[src/rtl/mips_pkg.sv]
`default_nettype none
// ============================================================================
// Module      : mips_pkg
// Description : Shared definitions for the data-memory responder: FSM state
//               encoding, default geometry constants and an index-width helper.
// Revision    : 1.0 - initial release
// ============================================================================
package mips_pkg;

   // Responder FSM states
   typedef enum logic [1:0] {
      ST_IDLE = 2'd0,
      ST_WAIT = 2'd1,
      ST_RESP = 2'd2
   } dmem_state_t;

   // Default geometry
   localparam int DMEM_DATA_WIDTH = 8;
   localparam int DMEM_ADDR_WIDTH = 8;
   localparam int DMEM_DEPTH      = 16;
   localparam int DMEM_LATENCY    = 2;

   // Countdown width; large enough for the maximum latency of 15
   localparam int DMEM_CNT_W      = 4;

   // Array index width; never below one bit so degenerate depths still elaborate
   function automatic int dmem_idx_w(input int depth);
      return (depth > 1) ? $clog2(depth) : 1;
   endfunction

endpackage
`default_nettype wire

[src/rtl/dmem_array.sv]
`default_nettype none
// ============================================================================
// Module      : dmem_array
// Description : Word storage for the data-memory responder. Synchronous write,
//               combinational read, synchronous clear of every word on rst.
// Revision    : 1.0 - initial release
// ============================================================================
module dmem_array
   import mips_pkg::*;
#(
   parameter int DATA_WIDTH = DMEM_DATA_WIDTH,
   parameter int DEPTH      = DMEM_DEPTH,
   parameter int IDX_W      = dmem_idx_w(DMEM_DEPTH)
) (
   input  logic                  clk,
   input  logic                  rst,
   input  logic                  we,
   input  logic [IDX_W-1:0]      waddr,
   input  logic [DATA_WIDTH-1:0] wdata,
   input  logic [IDX_W-1:0]      raddr,
   output logic [DATA_WIDTH-1:0] rdata
);

   logic [DATA_WIDTH-1:0] mem [DEPTH];

   // Clear all words on reset, otherwise write one word when enabled
   always_ff @(posedge clk) begin
      if (rst) begin
         for (int i = 0; i < DEPTH; i++) begin
            mem[i] <= '0;
         end
      end else if (we) begin
         mem[waddr] <= wdata;
      end
   end

   assign rdata = mem[raddr];

endmodule
`default_nettype wire

[src/rtl/dmem_responder.sv]
`default_nettype none
// ============================================================================
// Module      : dmem_responder
// Description : Fixed-latency data-memory responder for the MEM stage. Accepts
//               one request at a time in IDLE, counts down LATENCY cycles and
//               emits a one-cycle resp_valid pulse. Stores commit only on the
//               edge that ends the response cycle, so an abandoned request
//               (reset mid-flight) never touches the array.
//               Optional build macro DMEM_ADDR_CHECK_EN: out-of-range
//               addresses are flagged on resp_err instead of wrapping.
// Revision    : 1.0 - initial release
// ============================================================================
module dmem_responder
   import mips_pkg::*;
#(
   parameter int DATA_WIDTH = DMEM_DATA_WIDTH,
   parameter int ADDR_WIDTH = DMEM_ADDR_WIDTH,
   parameter int DATA_DEPTH = DMEM_DEPTH,
   parameter int LATENCY    = DMEM_LATENCY
) (
   input  logic                  clk,
   input  logic                  rst,
   input  logic                  req_valid,
   input  logic                  req_write,
   input  logic [ADDR_WIDTH-1:0] req_addr,
   input  logic [DATA_WIDTH-1:0] req_wdata,
   output logic                  req_ready,
   output logic                  resp_valid,
   output logic [DATA_WIDTH-1:0] resp_rdata,
   output logic                  stall
`ifdef DMEM_ADDR_CHECK_EN
   ,
   output logic                  resp_err
`endif
);

   localparam int IDX_W = dmem_idx_w(DATA_DEPTH);
   localparam int CNT_W = DMEM_CNT_W;
   localparam logic [CNT_W-1:0] CNT_LOAD = CNT_W'(LATENCY - 1);
   localparam logic [CNT_W-1:0] CNT_ONE  = CNT_W'(1);

   dmem_state_t           state;
   logic [CNT_W-1:0]      cnt;
   logic                  wr_q;
   logic [IDX_W-1:0]      idx_q;
   logic [DATA_WIDTH-1:0] wdata_q;
   logic                  err_q;

   logic                  accept;
   logic                  addr_err;
   logic                  mem_we;
   logic [IDX_W-1:0]      rd_idx;
   logic [DATA_WIDTH-1:0] rd_data;

`ifdef DMEM_ADDR_CHECK_EN
   logic                  err_r;

   // Any address beyond the array is an error rather than an alias
   assign addr_err = ({1'b0, req_addr} >= (ADDR_WIDTH + 1)'(DATA_DEPTH));
   assign resp_err = err_r;
`else
   // Upper address bits are discarded by the modulo indexing
   logic                  unused_addr_bits;

   assign addr_err         = 1'b0;
   assign unused_addr_bits = ^req_addr;
`endif

   assign accept = (state == ST_IDLE) && req_valid;
   assign stall  = accept || (state == ST_WAIT);

   // In IDLE the read port looks at the live request (needed when LATENCY=1);
   // afterwards it looks at the latched index.
   assign rd_idx = (state == ST_IDLE) ? req_addr[IDX_W-1:0] : idx_q;

   // Store commits on the edge that closes the RESP cycle
   assign mem_we = (state == ST_RESP) && wr_q && !err_q;

   dmem_array #(
      .DATA_WIDTH (DATA_WIDTH),
      .DEPTH      (DATA_DEPTH),
      .IDX_W      (IDX_W)
   ) u_array (
      .clk   (clk),
      .rst   (rst),
      .we    (mem_we),
      .waddr (idx_q),
      .wdata (wdata_q),
      .raddr (rd_idx),
      .rdata (rd_data)
   );

   // Request FSM with registered handshake and response outputs
   always_ff @(posedge clk) begin
      if (rst) begin
         state      <= ST_IDLE;
         cnt        <= '0;
         wr_q       <= 1'b0;
         idx_q      <= '0;
         wdata_q    <= '0;
         err_q      <= 1'b0;
         req_ready  <= 1'b1;
         resp_valid <= 1'b0;
         resp_rdata <= '0;
`ifdef DMEM_ADDR_CHECK_EN
         err_r      <= 1'b0;
`endif
      end else begin
         resp_valid <= 1'b0;
         resp_rdata <= '0;
`ifdef DMEM_ADDR_CHECK_EN
         err_r      <= 1'b0;
`endif
         case (state)
            ST_IDLE: begin
               if (req_valid) begin
                  wr_q      <= req_write;
                  idx_q     <= req_addr[IDX_W-1:0];
                  wdata_q   <= req_wdata;
                  err_q     <= addr_err;
                  cnt       <= CNT_LOAD;
                  req_ready <= 1'b0;
                  if (LATENCY == 1) begin
                     state      <= ST_RESP;
                     resp_valid <= 1'b1;
                     resp_rdata <= (req_write || addr_err) ? '0 : rd_data;
`ifdef DMEM_ADDR_CHECK_EN
                     err_r      <= addr_err;
`endif
                  end else begin
                     state <= ST_WAIT;
                  end
               end
            end
            ST_WAIT: begin
               if (cnt == CNT_ONE) begin
                  state      <= ST_RESP;
                  resp_valid <= 1'b1;
                  resp_rdata <= (wr_q || err_q) ? '0 : rd_data;
`ifdef DMEM_ADDR_CHECK_EN
                  err_r      <= err_q;
`endif
               end else begin
                  cnt <= cnt - CNT_ONE;
               end
            end
            ST_RESP: begin
               state     <= ST_IDLE;
               cnt       <= '0;
               req_ready <= 1'b1;
            end
            default: begin
               state     <= ST_IDLE;
               cnt       <= '0;
               req_ready <= 1'b1;
            end
         endcase
      end
   end

endmodule
`default_nettype wire

[config.mk]
export PLATFORM = sky130hd
export DESIGN_NAME = dmem_responder
export DESIGN_NICKNAME = d
export VERILOG_FILES = /design/src/rtl/mips_pkg.sv /design/src/rtl/dmem_array.sv /design/src/rtl/dmem_responder.sv
export SDC_FILE = /design/constraint.sdc
export NUM_CORES = 1
export LEC_CHECK = 0
export ABC_AREA = 0
export CAP_MARGIN = 10
export CORE_MARGIN = 4
export CORE_UTILIZATION = 55
export CTS_CLUSTER_DIAMETER = 50
export DETAILED_ROUTE_END_ITERATION = 10
export PLACE_DENSITY = 0.73
export SYNTH_ARGS = -nofsm -noshare
export SYNTH_HDL_FRONTEND = slang
export SYNTH_SLANG_ARGS = --single-unit
[constraint.sdc]
create_clock -name clk -period 5.2 [get_ports clk]
set_clock_uncertainty 0.15 [all_clocks]
set_input_delay 0.78 -clock clk [delete_from_list [all_inputs] [get_ports clk]]
set_output_delay 0.78 -clock clk [all_outputs]
set_load 0.05 [all_outputs]
; Word-level counts from Yosys, hierarchy flattened
; Memory sizes are Yosys's and may differ from the RTL's. A register that Yosys moved wholly into a read port is not among the register bits.
; Cells that the tools add are included.
[word_totals]
mem_count = 1
wordCells = 46
mem_bits_rw = 128
ff_bits = 21
output_inout_bits = 11
[classes]
n_addsub = 1
eq_ne = 6
n_mux = 18
n_reduce_logical = 11
n_bitwise = 2
[memory_table]
columns = name, depth, word_bits, read_ports, rd_clocked_by_memory_dff, write_ports, line
row1 = u_array.mem, 16, 8, 1, 1, 16, dmem_array.sv:24  ; logic [DATA_WIDTH-1:0] mem [DEPTH];
[op_table]
columns = operator, n
row1 = 2-to-1 mux 4 bit, 4
row2 = 2-to-1 mux 1 bit, 8
row3 = 2-to-1 mux 8 bit, 1
row4 = one-hot mux 4 bit (2 select lines), 1
row5 = AND reduction 2 bit, 4
row6 = OR reduction 8 bit, 1
row7 = "== test 4 x 1 -> 1 bit, second input constant", 1
row8 = 2-to-1 mux 2 bit, 2
row9 = "inequality test 2 bit, second input constant", 2
row10 = one-hot mux 2 bit (2 select lines), 1
row11 = OR reduction 4 bit, 1
row12 = "subtractor 4 x 1 -> 4 bit, second input constant", 1
row13 = "== test 2 x 1 -> 1 bit, second input constant", 1
row14 = "== test 2 bit, second input constant", 1
row15 = logical AND 1 bit, 2
row16 = zero test 2 bit, 1
row17 = "inequality test 2 x 1 -> 1 bit, second input constant", 1
row18 = inverter 1 bit, 2
row19 = one-hot mux 1 bit (2 select lines), 1
row20 = OR reduction 2 bit, 1
row21 = logical OR 1 bit, 1

; Depth between registers and ports, before layout
; Gate-level depths: netlist (run 1).
[depth]
ltp_word = 7
mapped_depth = 8
ltp_nobuf = 7

; Modules after synthesis
; A second synthesis (run 1) with hierarchy kept.
[unflattened]
hier_cells = 496
hier_area_um2 = 6962.9
[by_module_without_submodules]
columns = mod, instances, seq_area_each_um2, area_per_inst_um2, cells_each
row1 = dmem_array, 1, 3843.7, 5861.9, 375
row2 = dmem_responder, 1, 580.6, 1101.1, 121

; Least setup slack after synthesis (run 1)
; Ideal clock, no wire load.
[synth_timing]
path_kind = input to register
from = in rst
to = mem u_array.mem[2][0] (netlist bit), enable pin
t_required_ns = 4.740
stages = 5
t_arrival_ns = 2.015
n_path_buf = 1
path_slack_ns = 2.725
cell_sequence = clkbuf_1 > nor4_1 > nand2_1 > nor3_1 > or2_2
[synth_rtl]
columns = item, line
row1 = "start, declared", dmem_responder.sv:22  ; input logic rst,
row2 = "end, declared", dmem_array.sv:24

; Worst setup path in the final report (run 1)
[layout_timing]
from = in req_valid
to = out stall
[layout_via]
elab_chain_len = 2
[layout_rtl]
columns = item, line
row1 = "start, declared", dmem_responder.sv:23  ; input logic req_valid,
row2 = logical AND 1 bit, dmem_responder.sv:69  ; assign accept = (state == ST_IDLE) && req_valid;
row3 = logical OR 1 bit, dmem_responder.sv:70  ; assign stall = accept || (state == ST_WAIT);
row4 = "end, declared", dmem_responder.sv:30  ; output logic stall
; Every way passes these cells.

==> results of run 1 <==
## registers in the layout, indices dropped and copies added, names as in the netlist
name and count:
wr_q 1, resp_rdata 8, idx_q 4, wdata_q 8, state 2, req_ready 1
u_array.mem 128, cnt 4, resp_valid 1
## cells in the mapped netlist (all sizes together), types with 10 or more instances
cell type	instances
buf	13
o21ai	28
or2	16
nand2	57
a21oi	15
nand3	41
dfxtp	29
o211ai	48
mux2i	33
clkbuf	36
edfxtp	128
o31ai	10
nand2b	29
nor2	21
and2	130
## power by group
part | switching (mW) | total (mW) | internal, mW
Sequential | 0.0656 | 1.47 | 1.40
Clock | 0.500 | 1.20 | 0.703
Combinational | 0.199 | 0.313 | 0.115
## layout make-up
type | instances | share of cell area
Timing Repair Buffer | 34 | 0.03670
Clock buffer | 17 | 0.04951
Multi-Input combinational cell | 483 | 0.3536
Clock inverter | 15 | 0.01733
Tap cell | 176 | 0.02563
Sequential cell | 157 | 0.5151
Inverter | 5 | 0.002184
## metal layers
layer / vias to the layer above / global-route usage / part of all wire
met5: - / 0 / 0
met4: 0 / 0.09211 / 0.025
met3: 40 / 0.05673 / 0.083
met2: 211 / 0.3912 / 0.50
met1: 2626 / 0.3118 / 0.40
li1: 2523 / - / -
## worst max-delay path, cell delays in order
cell,delay (ps)
clkdlybuf4s50_1,530
nor2_1,80
nor2_1,120
clkdlybuf4s50_1,820
## worst paths after layout
path | startpoint | endpoint | cells after the start | slack, ps
hold reg to reg | wr_q$_SDFFE_PP0P_ | wr_q$_SDFFE_PP0P_ | 2 | 350
setup reg to reg | state[1]$_SDFFE_PP0P_ | u_array.mem[3][3]$_SDFFCE_PN0P_ | 5 | 2070
setup / recovery | req_valid | stall | 4 | 1940
hold / removal | wr_q$_SDFFE_PP0P_ | wr_q$_SDFFE_PP0P_ | 2 | 350
## logic make-up after synthesis
family                   Yosys count  synth area share
flip-flops                       157            0.5759
buffers and inverters             54           0.03062
adder cells (fa/ha/maj)            2          0.003257
AO/OA/AOI/OAI                    122            0.1077
XOR/XNOR                           3          0.003421
multiplexers                      33           0.04300
AND/OR/NAND/NOR                  323            0.2362
## stage by stage
step	hold WS, ps	util	setup slack, ps	total power, mW
floorplan	307.3	-	2726	1.696
global placement	332.5	0.5960	1676	1.796
global route	386.3	0.6387	1775	3.095
detailed placement	337.3	0.5960	1597	1.808
CTS	345.1	0.6387	1935	2.988
finish	345.5	0.6387	1937	2.987
==> flow_summary.yaml, run 1 <==
status:
  status: "completed"
cts:
  cts.clk_slew.worst_paths_ps: 60
  clockRootBuffer: "clkbuf_16"
  insertion_delay_ps: 430
  htreeDepth: 4
  numCtsBuffers: 17
  post_cts_buffers: 0
  cts_sinks: 157
  post_cts_resized: 0
  cts_hold_buf: 0
  cts_tree: "yes"
  cts.path.max_buffers: 2
global_routing:
  grt-ovfl-total: 0
  grt_first_pass_wirelength_um: 29030
  grt_max_degree: 52
  grt_pass1_vias: 5276
  grt.total_usage: 0.2395
  grt_antenna_before_repair: 0
power_and_ir_drop:
  peakVddDrop_mv: 0.2208
  p_leak_nw: 3.039
  powerDensity_nw_per_um2: 347.6
synth:
  yosysSeqAreaShare: 0.5759
  synthTopCellsByArea: "edfxtp_1 (50%), and2_1 (11%), dfxtp_1 (7.6%)"
  ys_ff_latch: 157
  synth_top_area_frac: 0.5003
  synth_area_leader_cell: "edfxtp_1"
  syn_area_um2: 7682
  syn_nets: 716
  syn_inst: 694
  ys_warn_count: 0
  ys_types: 43
  synthArstFlopShare: 0
  dominantRegCellSynth: "edfxtp_1"
  syn-mean-instance-area_um2: 11.07
  synth_edf_count: 128
critical_path:
  cp-end-kind: "primary output"
  arrival_ps: 2330
  required_ps: 4270
  start_kind: "input port"
  worstPathMaxFanout: 4
  critical_path_class: "in2out"
floorplanning:
  die_area_um2: 15920
  io_pins: 31
  rows: 42
  start_util: 0.5711
  die_h_um: 126.2
  core_um2: 13450
  dieWidth_um: 126.2
timing:
  timing.final.crit_share: 0.6275
  final-hold-violation-count: 0
  setup_tns_ps: 0
  max_freq_mhz: 306.5
  finalMaxSlewViolations: 0
  max_slew_margin: 0.3045
  rsz0062_at_grt: "no"
  worst_pin_slew_ps: 1043
  setup_viol: 0
  finalWorstPathRequiredPeriod_ps: 3263
drt:
  dr_total_vias: 5400
  firstDrtPassIters: 5
  drtAntennaViolNets: 0
  vias_per_cell: 6.088
  wirelength_um: 18310
  post_drt_wl_per_cell_um: 20.64
  drc: 0
  drt_iter0_drc: 608
finish:
  final_cell_mix: "and2_1 (130), edfxtp_1 (128), nand2_1 (56)"
  multi_input_comb_area_um2: 3038
  syn2layout_area_growth_pct: 11.84
  drive_gt1_frac: 0.09845
  final_common_cell: "and2_1"
  fill_cells: 1057
  nNetsFinal: 720
  post-route-cell-area_um2: 8592
  antenna_cells: 0
  seq_area_um2: 4425
  fin_cells: 887
placement:
  numPortBuffers: 26
  placed_area_um2: 8018
  placedCellCount: 855
  hpwl_um: 11910
  place.gp.congestion: 0.8610
flow_run:
  cap_violations: 0
hold_path:
  hold_path_class: "reg2reg"
No activity file was read; power rests on OpenSTA's default activity.
==> run 2, diff against run 1 <==
- clock period: 5.2 -> 3.1 ns (I/O delays scaled with it)
==> run 2 against run 1 <==
Net effect: count of clock-buffer cells in the layout is 4 higher; worst hold slack better by 8.1 ps; cell count is 2.8% higher; sequential share of layout area is 1.3 points lower; sequential power is 67% higher.
==> flow_summary.yaml, run 2 (synthesized netlist as in run 1, its figures left out) <==
finish:
  final_common_cell: "and2_1"
  syn2layout_area_growth_pct: 14.67
  fin_cells: 912
  final_cell_mix: "and2_1 (130), edfxtp_1 (128), nand2_1 (56)"
  multi_input_comb_area_um2: 3038
  drive_gt1_frac: 0.1304
  antenna_cells: 0
  seq_area_um2: 4425
  nNetsFinal: 745
  largest_registers: "u_array.mem (128), resp_rdata (8), wdata_q (8)"
  fill_cells: 1059
  top_register: "u_array.mem"
  largest_reg_flops: 128
timing:
  finalMaxSlewViolations: 0
  hold-worst-slack_ps: 353.6
  timing.final.crit_share: 0.9308
  rsz0062_at_grt: "no"
  final-hold-violation-count: 0
  setup_viol: 0
  finalWorstPathRequiredPeriod_ps: 2886
  max_freq_mhz: 346.6
  setup_tns_ps: 0
  max_slew_margin: 0.2931
  worst_pin_slew_ps: 1054
floorplanning:
  io_pins: 31
  die_area_um2: 15920
  core_um2: 13450
  rows: 42
  die_h_um: 126.2
  start_util: 0.5711
  dieWidth_um: 126.2
placement:
  hpwl_um: 12610
  placedCellCount: 880
  place.gp.congestion: 0.9175
  numPortBuffers: 26
cts:
  numCtsBuffers: 17
  clockRootBuffer: "clkbuf_16"
  insertion_delay_ps: 430
  post_cts_buffers: 0
  cts_sinks: 157
  htreeDepth: 4
  cts.path.max_buffers: 2
  cts_tree: "yes"
  cts.clk_slew.worst_paths_ps: 60
  post_cts_resized: 0
  cts_hold_buf: 0
global_routing:
  grt.total_usage: 0.2409
  grt-ovfl-total: 0
  grt_first_pass_wirelength_um: 29180
  grt_pass1_vias: 5407
  grt_antenna_before_repair: 0
  grt_max_degree: 32
critical_path:
  required_ps: 2480
  arrival_ps: 2270
  ff2ff_setup_slack_ps: 440
  start_kind: "flop"
  cp-end-kind: "primary output"
  critical_path_class: "reg2out"
  worstPathMaxFanout: 20
power_and_ir_drop:
  peakVddDrop_mv: 0.5496
  power_mw: 5.096
  p_leak_nw: 3.194
  powerDensity_nw_per_um2: 578.4
drt:
  firstDrtPassIters: 6
  drt_iter0_drc: 789
  drtAntennaViolNets: 0
  wirelength_um: 18540
  post_drt_wl_per_cell_um: 20.33
  drc: 0
  dr_total_vias: 5507
  vias_per_cell: 6.038
status:
  status: "completed"
flow_run:
  cap_violations: 0
hold_path:
  hold_path_class: "reg2reg"
run 2: metal layers:
| metal | part of all wire | up-vias | wire length [um] | track usage |
|---|---|---|---|---|
| li1 | - | 2570 | - | - |
| met3 | 0.080 | 55 | 1489 | 0.05080 |
| met2 | 0.48 | 252 | 8866 | 0.3928 |
| met4 | 0.037 | 0 | 692 | 0.1104 |
| met5 | 0 | - | 0 | 0 |
| met1 | 0.40 | 2630 | 7495 | 0.3104 |
run 2: final cells by class:
type,count,area share
Clock inverter,11,0.01278
Multi-Input combinational cell,483,0.3448
Clock buffer,21,0.05582
Timing Repair Buffer,59,0.05709
Inverter,5,0.002130
Tap cell,176,0.02500
Sequential cell,157,0.5023
run 2: metrics by stage:
stage               instance area [um^2]    util  worst slack [ps]
global placement                    8205  0.6099             350.0
floorplan                           7682       -             936.6
CTS                                 8810  0.6549             225.7
detailed placement                  8205  0.6099             301.6
finish                              8810  0.6549             214.4
global route                        8810  0.6549             73.80
run 2: worst paths after layout:
check                                                end  depth (start not counted)              startpoint
worst min-delay path              req_ready$_SDFFE_PP1P_                          2  req_ready$_SDFFE_PP1P_
worst max register to register  resp_rdata[5]$_SDFF_PP0_                          6   state[0]$_SDFFE_PP0P_
worst max-delay path                               stall                          3   state[0]$_SDFFE_PP0P_
worst min register to register    req_ready$_SDFFE_PP1P_                          2  req_ready$_SDFFE_PP1P_
run 2: critical path: stages, from the launching register on:
cell and delay, ps:
dfxtp_1 770, nor2_1 140, nor2_1 120, clkdlybuf4s50_1 810
run 2: where the power goes:
part,internal [mW],total [mW],switching [mW]
clock network,1.29,2.09,0.804
registers,2.36,2.46,0.102
logic,0.203,0.545,0.342
